--- src/rtl/ni_packet_injector_pkg.sv ---
// Shared definitions for the NI injection stage: flit ids, field positions, default widths and FSM states.
// Build option: NI_PARITY_EN (see ni_packet_injector.sv).
package ni_packet_injector_pkg;

  localparam int NI_DATA_WIDTH = 32;
  localparam int NI_AXIS       = 4;
  localparam int NI_LEN_W      = 12;
  localparam int NI_CNT_W      = 16;
  localparam int PE_W          = 28;

  localparam int FID_LSB = 29;
  localparam int LEN_LSB = 17;
  localparam int DST_LSB = 13;
  localparam int SRC_LSB = 9;
  localparam int SEQ_LSB = 1;

  localparam logic [2:0] FID_HEADER = 3'b001;
  localparam logic [2:0] FID_BODY   = 3'b010;
  localparam logic [2:0] FID_TAIL   = 3'b100;

  typedef enum logic [1:0] {
    ST_IDLE = 2'd0,
    ST_HDR  = 2'd1,
    ST_PAY  = 2'd2
  } ni_state_e;

  function automatic logic [2:0] payload_fid(input logic is_tail);
    return is_tail ? FID_TAIL : FID_BODY;
  endfunction

endpackage

--- src/rtl/ni_packet_injector_parity.sv ---
// Even-parity generator over the upper flit bits; the result makes the XOR of the whole flit zero.
module flit_parity_gen #(
  parameter int W = 31
) (
  input  logic [W-1:0] data,
  output logic         parity
);

  assign parity = ^data;

endmodule

--- src/rtl/ni_packet_injector.sv ---
// Serialises PE packet requests and payload words into header/body/tail flits for a router Local port.
// Build option: define NI_PARITY_EN to fill bit[0] of every flit with even parity; otherwise bit[0] is 0.
module ni_packet_injector
  import ni_packet_injector_pkg::*;
#(
  parameter int DATA_WIDTH = NI_DATA_WIDTH,
  parameter int AXIS       = NI_AXIS,
  parameter int LEN_W      = NI_LEN_W,
  parameter int CNT_W      = NI_CNT_W
) (
  input  logic                  clk,
  input  logic                  rst,
  input  logic [AXIS-1:0]       cur_addr,
  input  logic                  req_valid,
  output logic                  req_ready,
  input  logic [AXIS-1:0]       req_dst,
  input  logic [LEN_W-1:0]      req_len,
  input  logic                  pe_valid,
  output logic                  pe_ready,
  input  logic [PE_W-1:0]       pe_data,
  output logic [DATA_WIDTH-1:0] tx_data,
  output logic                  tx_drts,
  input  logic                  tx_cts,
  output logic                  busy,
  output logic                  len_err,
  output logic [CNT_W-1:0]      pkt_cnt
);

  ni_state_e             state_reg, state_next;
  logic [AXIS-1:0]       dst_reg;
  logic [LEN_W-1:0]      len_reg;
  logic [LEN_W-1:0]      remaining_reg;
  logic [CNT_W-1:0]      pkt_cnt_reg;
  logic                  len_err_reg;
  logic                  req_ready_reg;
  logic                  busy_reg;
  logic                  tx_drts_reg;
  logic [DATA_WIDTH-1:0] tx_data_reg;

  logic                  req_accept;
  logic                  len_bad;
  logic                  emit;
  logic                  emit_tail;
  logic [DATA_WIDTH-2:0] flit_hi;
  logic [DATA_WIDTH-1:0] flit;

  always_comb begin
    state_next = state_reg;
    req_accept = 1'b0;
    len_bad    = 1'b0;
    emit       = 1'b0;
    emit_tail  = 1'b0;
    flit_hi    = '0;
    unique case (state_reg)
      ST_IDLE: begin
        // req_ready pulses the cycle after an acceptance; ignoring that cycle
        // keeps a still-asserted req_valid from being taken twice.
        if (req_valid && !req_ready_reg) begin
          req_accept = 1'b1;
          if (req_len < LEN_W'(2)) begin
            len_bad = 1'b1;
          end else begin
            state_next = ST_HDR;
          end
        end
      end
      ST_HDR: begin
        if (tx_cts) begin
          emit       = 1'b1;
          flit_hi    = {FID_HEADER, len_reg, dst_reg, cur_addr, pkt_cnt_reg[7:0]};
          state_next = ST_PAY;
        end
      end
      ST_PAY: begin
        if (tx_cts && pe_valid) begin
          emit      = 1'b1;
          emit_tail = (remaining_reg == LEN_W'(1));
          flit_hi   = {payload_fid(emit_tail), pe_data};
          if (emit_tail) begin
            state_next = ST_IDLE;
          end
        end
      end
      default: state_next = ST_IDLE;
    endcase
  end

`ifdef NI_PARITY_EN
  logic parity_bit;

  flit_parity_gen #(
    .W(DATA_WIDTH - 1)
  ) u_parity (
    .data   (flit_hi),
    .parity (parity_bit)
  );

  assign flit = {flit_hi, parity_bit};
`else
  assign flit = {flit_hi, 1'b0};
`endif

  always_ff @(posedge clk) begin
    if (rst) begin
      state_reg     <= ST_IDLE;
      dst_reg       <= '0;
      len_reg       <= '0;
      remaining_reg <= '0;
      pkt_cnt_reg   <= '0;
      len_err_reg   <= 1'b0;
      req_ready_reg <= 1'b0;
      busy_reg      <= 1'b0;
      tx_drts_reg   <= 1'b0;
      tx_data_reg   <= '0;
    end else begin
      state_reg     <= state_next;
      req_ready_reg <= req_accept;
      tx_drts_reg   <= emit;
      // busy covers the tail cycle itself and falls one cycle later
      busy_reg      <= (state_next != ST_IDLE) || emit_tail;
      if (len_bad) begin
        len_err_reg <= 1'b1;
      end
      if (req_accept && !len_bad) begin
        dst_reg       <= req_dst;
        len_reg       <= req_len;
        remaining_reg <= req_len - LEN_W'(1);
      end
      if (emit) begin
        tx_data_reg <= flit;
      end
      if (emit && state_reg == ST_PAY) begin
        remaining_reg <= remaining_reg - LEN_W'(1);
      end
      if (emit_tail) begin
        pkt_cnt_reg <= pkt_cnt_reg + CNT_W'(1);
      end
    end
  end

  // pe_ready follows tx_cts directly so a word is consumed exactly when its flit goes out
  assign pe_ready  = (state_reg == ST_PAY) && tx_cts;
  assign req_ready = req_ready_reg;
  assign tx_drts   = tx_drts_reg;
  assign tx_data   = tx_data_reg;
  assign busy      = busy_reg;
  assign len_err   = len_err_reg;
  assign pkt_cnt   = pkt_cnt_reg;

endmodule

--- config.mk ---
export PLATFORM = sky130hd
export DESIGN_NAME = ni_packet_injector
export DESIGN_NICKNAME = d
export VERILOG_FILES = /design/src/rtl/ni_packet_injector_pkg.sv /design/src/rtl/ni_packet_injector_parity.sv /design/src/rtl/ni_packet_injector.sv
export SDC_FILE = /design/constraint.sdc
export NUM_CORES = 1
export LEC_CHECK = 0
export CORE_MARGIN = 3
export CORE_UTILIZATION = 48
export DETAILED_ROUTE_END_ITERATION = 6
export PLACE_DENSITY = 0.8
export SYNTH_ARGS = -nofsm -noshare
export SYNTH_HDL_FRONTEND = slang
export SYNTH_SLANG_ARGS = --single-unit
--- constraint.sdc ---
create_clock -name clk -period 2.82 [get_ports clk]
set_input_delay 0.423 -clock clk [delete_from_list [all_inputs] [get_ports clk]]
set_output_delay 0.423 -clock clk [all_outputs]
set_load 0.005 [all_outputs]
Word level (Yosys, flattened, before mapping) --
Index checks and enable logic that the tools add are counted.
Operators by class: add/subtract/negate cells 3, equal/unequal tests 3, magnitude comparators 1, reductions and logical operators 11, muxes and demuxes 22
Operator list (number):
- $pmux 31 s2 | 1
- $mux 31 | 1
- $mux 29 | 1
- $mux 12 | 2
- $sub 12x1->12 const B | 2
- $add 16x1->16 const B | 1
- $eq 12x1->1 const B | 1
- $lt 12x2->1 const B | 1
- $mux 2 | 5
- $mux 1 | 9
- $pmux 2 s3 | 1
- $logic_and 1x1->1 | 5
- $reduce_bool 2->1 | 2
- $mux 3 | 1
- $eq 2x1->1 const B | 1
- $eq 2x2->1 const B | 1
- $logic_not 1->1 | 2
- $logic_not 2->1 | 1
- $pmux 1 s2 | 1
- $logic_or 1x1->1 | 1
Word-level totals: output and inout bits 53, logic and storage cells 50, register bits after elaboration 81, input port bits 53

Logic depth before layout (Yosys ltp) --
Gate-level depths: netlist of the first run.
depth after elaboration 8, mapped depth 9, depth with buffers taken out 7

Least setup slack after synthesis of the first run --
Ideal clock, no wire load.
path kind in2reg, from input port req_len[4], to register busy_reg, in the netlist busy, cell stages on the path 5, data required time 2.700 ns, path buffers 0, setup time 0.120 ns, setup slack 0.820 ns, arrival time 1.880 ns, cell sequence or4_4 > nor4b_4 > nor2_2 > o221a_1 > a211o_1
Between the ends: cells in the longest elaborated chain, start to end 6
RTL lines:
- from (decl) | line ni_packet_injector.sv:17 | input logic [LEN_W-1:0] req_len,
- $lt 12x2->1 | line ni_packet_injector.sv:60 | if (req_len < LEN_W'(2)) begin
- $mux 2 | line ni_packet_injector.sv:60
- $mux 2 | line ni_packet_injector.sv:58 | if (req_valid && !req_ready_reg) begin
- $pmux 2 s3 | line ni_packet_injector.sv:54 | unique case (state_reg)
- $reduce_bool 2->1 | line ni_packet_injector.sv:120 | busy_reg <= (state_next != ST_IDLE) || emit_tail;
- $logic_or 1x1->1 | line ni_packet_injector.sv:120
- to (signal assigned) | line ni_packet_injector.sv:120
- to (decl) | line ni_packet_injector.sv:36 | logic busy_reg;
No other way between the ends. A chain may end at the register's enable or synchronous reset.

Worst setup path after layout of the first run --
from register state_reg[1], to register remaining_reg[8]
Between the ends: cells in the longest elaborated chain, start to end 5, elaborated cells on any way between the ends 11, classes of those cells eq/ne: 2; mux: 4; reduce/logical: 5
RTL lines:
- from (decl) | line ni_packet_injector.sv:29 | ni_state_e state_reg, state_next;
- from (signal assigned) | line ni_packet_injector.sv:116 | state_reg <= state_next;
- branches (longest 5 deep; another with $mux 12)
- to (signal assigned) | line ni_packet_injector.sv:127 | remaining_reg <= req_len - LEN_W'(1);
- to (signal assigned) | line ni_packet_injector.sv:133 | remaining_reg <= remaining_reg - LEN_W'(1);
- to (decl) | line ni_packet_injector.sv:32 | logic [LEN_W-1:0] remaining_reg;
Parallel ways; which one is timed is not known.

==> results of run 1 <==
[stage by stage]
| step | utilization | hold WS, ns | power, mW | setup WS [ns] | area, um2 |
|---|---|---|---|---|---|
| 6_report | 0.6940 | 0.3502 | 2.571 | 0.4874 | 5195 |
| 5_1_grt | 0.6940 | 0.3488 | 2.689 | 0.2689 | 5195 |
| 4_1_cts | 0.6940 | 0.3352 | 2.583 | 0.5052 | 5195 |
| 3_5_place_dp | 0.6679 | 0.4513 | 1.745 | 0.1404 | 5000 |
| 3_3_place_gp | 0.6679 | 0.4440 | 1.735 | 0.1967 | 5000 |
| 2_1_floorplan | - | 0.4366 | 1.542 | 0.8198 | 3839 |
[cell type report]
type                    instances  area (um2)  area share
repair buffers                121        1164      0.2240
multi-input cells             331        2057      0.3960
clock buffers                  10       127.6     0.02457
well taps                      99       123.9     0.02384
inverters                       9       33.78    0.006503
clock inverters                 6       67.56     0.01301
flip-flops and latches         81        1622      0.3121
[critical path, cell delays in order (launching register included)]
cell	delay (ns)
dfxtp_1	0.40
inv_1	0.08
ha_1	0.24
o2111ai_1	0.22
buf_4	0.27
nand2_1	0.12
nor2_1	0.57
a22oi_1	0.18
a21oi_1	0.18
[Yosys cell counts (all sizes together) (3+ instances only)]
master / n
a211oi: 3
a21oi: 36
a22o: 28
a22oi: 32
a31oi: 3
and2: 4
and3: 4
buf: 6
clkbuf: 27
dfxtp: 81
ha: 8
inv: 9
nand2: 44
nand3: 7
nand4: 9
nor2: 68
nor3: 8
nor4: 8
o21ai: 10
or3: 3
or4: 4
xnor2: 4
xor2: 20
[layout by cell type (no fill, tap or decap), drive strengths merged, types with 9 or more instances in the layout]
master         instances
clkbuf                10
a22o                  28
nand4                  9
dfxtp                 81
inv                   10
nor2                  68
clkdlybuf4s50        103
a21oi                 36
nand2                 44
xor2                  20
o21ai                 10
a22oi                 32
buf                   18
[cell families (layout without fill, tap and decap cells)]
| logic type | after synthesis | after routing | synth area share |
|---|---|---|---|
| xor gates and xnor gates | 24 | 24 | 0.05476 |
| buffers and inverters | 42 | 146 | 0.04270 |
| AOI/OAI and AO/OA | 123 | 123 | 0.2282 |
| and+or+nand+nor | 174 | 174 | 0.2223 |
| other | 1 | 1 | 0.0009769 |
| muxes | 1 | 1 | 0.002608 |
| DFF | 81 | 81 | 0.4224 |
| adders and majority gates | 8 | 8 | 0.02608 |
[routing by layer]
metal / global-route usage / routed length [um] / vias up
met3: 0.05998 / 830 / 15
met1: 0.3018 / 4552 / 1754
met2: 0.3854 / 5050 / 163
li1: - / - / 1829
met5: 0 / 0 / -
met4: 0.06280 / 138 / 0
[where the power goes]
group          switching, mW  total (mW)  internal [mW]
Sequential            0.0423        1.24           1.20
Clock                  0.431       0.844          0.412
Combinational          0.277       0.488          0.211
[final timing paths]
kind / startpoint / to / cells after the start
max: state_reg[1]$_SDFF_PP0_ / remaining_reg[8]$_SDFFE_PP0P_ / 8
min: rst / req_ready$_SDFF_PP0_ / 2
max reg2reg: state_reg[1]$_SDFF_PP0_ / remaining_reg[8]$_SDFFE_PP0P_ / 8
min reg2reg: len_reg[3]$_SDFFE_PP0P_ / len_reg[3]$_SDFFE_PP0P_ / 2
==> summary.txt, run 1 <==
Max Root-Sink Buffers -> 2
filler instances -> 594
initial antenna violation count -> 0
Worst R2R Setup Slack -> 0.49 ns
GP Congestion -> 0.9379
sequential share of the synthesized area -> 0.4224
first-pass GRT wire length -> 16.87 mm
Worst Path Arrival -> 2.62 ns
Port-buffer cells -> 104
Post-Syn Nets -> 515
number of synthesized flops with an enable pin -> 0
CTS resizes -> 0
pin count of the biggest net entering global routing -> 40
CTS Sinks -> 81
Avg Inst Size Synth -> 8.455 um2
leakage power -> 1.928 nW
hold-fix buffers at CTS -> 0
layout cells sized above 1 -> 0.08244
Synth area leaders -> dfxtp_1, nor2_1, a22o_1, a22oi_1, a21oi_1
Core Area -> 7486 um2
f_max -> 428.7 MHz
CTS clk-pin slew, worst paths -> 0.08 ns
Setup CP Type -> reg -> reg
maximum VDD drop -> 0.0003480 V
min Tclk post-route -> 2.333 ns
synthesized netlist cell count -> 454
Cell variety after synth -> 54
Pwr per Cell Area -> 494.8 nW/um2
RSZ-0062 raised after global routing -> no
total CTS buffers -> 9
residual DRC count -> 0
diodes inserted -> 0
GRT overflow -> 0
crit path capture type -> flip-flop
routed length per placed instance -> 16.09 um
area share of the largest cell type after synthesis -> 0.4224
Core Rows -> 31
final WL -> 10.57 mm
area leader, netlist -> dfxtp_1
critical path peak fanout -> 21
overall routing resource usage -> 0.2329
postcts setup bufs -> 0
Synth Flop Type -> dfxtp_1
Die Y -> 95.43 um
Placed Instances -> 641
area grow syn2layout -> 35.33%
Fin Setup TNS -> 0 ns
vias in the first global route -> 3623
nets -> 614
I/O pin total -> 106
Final Skew -> 0.01005 ns
Die Width -> 95.43 um
Iteration-0 DRC Markers -> 214
Finished Layout Cells -> 657
crit start category -> flip-flop
CTS tree -> yes
Post-synth ARST share -> 0
Final Hold Violating Endpoints -> 0
total number of vias -> 3761
Slew @ Worst Pin -> 0.7260 ns
Vias/cell -> 5.725
Post-DRT Antenna Nets -> 0
Slew Viols, Final -> 0
htree depth -> 3
die area -> 9106 um2
Pre-antenna DRT Iters -> 4
Synth Warn # -> 0
Post-Syn Area -> 3839 um2
register bit total from synthesis -> 81
final clock period utilization by the worst path -> 0.8272
post-detail-place hpwl -> 7.452 mm
Initial Util -> 0.5128
Skew-Pair Late Insertion Delay -> 0.35 ns
Worst Path Required -> 3.11 ns
Max Cap Viol -> 0
Max-slew headroom -> 0.5142
status -> finished, final reports clean
max reg flops -> 31
Root Buffer Master -> clkbuf_8
Setup Viol. Count Final -> 0
hold crit path type -> in -> reg
Power figures use the tool's default switching activity.
==> run 2: changes to the inputs <==
Settings changed: CORE_UTILIZATION 48 to 44, PLACE_DENSITY 0.8 to 0.77.
Clock period 2.82 ns to 2 ns, I/O delays scaled along.
==> summary.txt, run 2 (synthesized netlist as in run 1, its figures left out) <==
vias in the first global route -> 3986
Iteration-0 DRC Markers -> 175
maximum VDD drop -> 0.0004133 V
Vias/cell -> 5.653
htree depth -> 3
Setup Viol. Count Final -> 0
combinational share of power -> 0.209
Finished Layout Cells -> 709
first-pass GRT wire length -> 18.48 mm
Placement Setup Slack -> -0.3696 ns
hold slack -> 0.3694 ns
placed cell areas -> 5368 um2
die area -> 9881 um2
critical path peak fanout -> 4
multi-input logic area -> 2125 um2
Setup CP Type -> in -> reg
Max stage delay cell, worst path -> or4_4
Die Width -> 99.41 um
Worst Path Required -> 2.25 ns
leakage power -> 2.217 nW
r2r worst-path depth -> 7
GRT overflow -> 0
I/O pin total -> 106
area grow syn2layout -> 48.21%
R2R Path Start -> remaining_reg[1]$_SDFFE_PP0P_
Pint -> 2.823 mW
Worst Path Arrival -> 2.16 ns
overall routing resource usage -> 0.2276
Worst R2R Setup Slack -> 0.10 ns
pin count of the biggest net entering global routing -> 49
status -> finished, final reports clean
Net Sw Frac -> 0.2847
layout cells sized above 1 -> 0.1755
CTS tree -> yes
critical-path cell list -> clkdlybuf4s50_1 > or4_4 > nor4b_4 > buf_4 > nor2_2 > o221a_1 > a211o_1
diodes inserted -> 0
Pre-antenna DRT Iters -> 4
Port-buffer cells -> 104
critical path depth -> 7
nets -> 660
initial antenna violation count -> 0
total CTS buffers -> 9
critical path launch point -> req_len[5]
Max stage delay on crit path -> 0.54 ns
final WL -> 11.21 mm
GP Congestion -> 0.8483
Fin Setup TNS -> 0 ns
Placed Instances -> 690
post-detail-place hpwl -> 8.164 mm
CP delay by family, top -> simple AND/OR/NAND/NOR gates
final clock period utilization by the worst path -> 0.9588
Root Buffer Master -> clkbuf_8
crit path capture type -> flip-flop
FF+latch area -> 1624 um2
crit start category -> input port
Pwr per Cell Area -> 693.7 nW/um2
commonest cells after routing, fill and taps aside -> clkdlybuf4s50_1, dfxtp_1, nor2_1
Skew-Pair Late Insertion Delay -> 0.35 ns
CTS clk-pin slew, worst paths -> 0.09 ns
worst r2r dst -> pkt_cnt[15]$_SDFFE_PP0P_
Max Root-Sink Buffers -> 2
hold-fix buffers at CTS -> 0
routed length per placed instance -> 15.81 um
residual DRC count -> 0
final setup margin -> 0.08231 ns
clock network power share -> 0.347
Max Cap Viol -> 0
Initial Util -> 0.4602
net switching power -> 1.124 mW
Flop pwr share -> 0.444
max reg flops -> 31
Core Area -> 8341 um2
total number of vias -> 4008
crit path buf inv count -> 2
Design Area, Final -> 5689 um2
Core Rows -> 33
Die Y -> 99.41 um
CTS Sinks -> 81
Critical Path End -> busy$_SDFF_PP0_
Post-DRT Antenna Nets -> 0
commonest non-fill, non-tap cell in the layout -> clkdlybuf4s50_1
Final Skew -> 0.008831 ns
min Tclk post-route -> 1.918 ns
Final Hold Violating Endpoints -> 0
RSZ-0062 raised after global routing -> no
Slew Viols, Final -> 0
hold crit path type -> in -> reg
f_max -> 521.5 MHz
filler instances -> 663
## run 2: layer usage
layer  wire (um)  vias to the layer above  share of wire  global-route usage
met5           0                        -              0                   0
met4         187                        0          0.017             0.06828
met3         669                       16          0.060             0.05470
met2        5619                      137           0.50              0.4039
met1        4732                     1936           0.42              0.2717
li1            -                     1919              -                   -
## run 2: how the worst min path moves through the flow
stage | from | endpoint | slack [ns] | cells after the start
2_1_floorplan | req_dst[0] | dst_reg[0]$_SDFFE_PP0P_ | 0.44 | 2
3_3_place_gp | len_reg[3]$_SDFFE_PP0P_ | len_reg[3]$_SDFFE_PP0P_ | 0.45 | 2
3_5_place_dp | len_reg[5]$_SDFFE_PP0P_ | len_reg[5]$_SDFFE_PP0P_ | 0.45 | 2
4_1_cts | rst | remaining_reg[10]$_SDFFE_PP0P_ | 0.36 | 2
5_1_grt | rst | remaining_reg[3]$_SDFFE_PP0P_ | 0.37 | 2
6_report | rst | remaining_reg[10]$_SDFFE_PP0P_ | 0.37 | 2
## run 2: power by group through the flow
stage	registers (mW)	clock network [mW]	logic [mW]
2_1_floorplan	1.77	0	0.406
3_3_place_gp	1.78	0	0.771
3_5_place_dp	1.78	0	0.790
4_1_cts	1.75	1.39	0.798
5_1_grt	1.76	1.46	0.904
6_report	1.75	1.37	0.827
## run 2: metrics by stage
step	util	total power [mW]
6_report	0.6821	3.947
5_1_grt	0.6821	4.122
4_1_cts	0.6727	3.933
3_5_place_dp	0.6436	2.572
3_3_place_gp	0.6436	2.549
2_1_floorplan	-	2.174
## run 2: what timing repair did
action                     4_1_cts  5_1_grt
resized for setup                6       12
buffers inserted                 0        3
setup endpoints to repair       11       14
pin swaps                        0        6
## run 2: layout make-up
type,count,area share
multi-input combinational,331,0.3734
sequential,81,0.2855
timing repair buffer,167,0.2720
clock buffer,10,0.02419
tap,105,0.02309
clock inverter,6,0.01583
inverter,9,0.005938
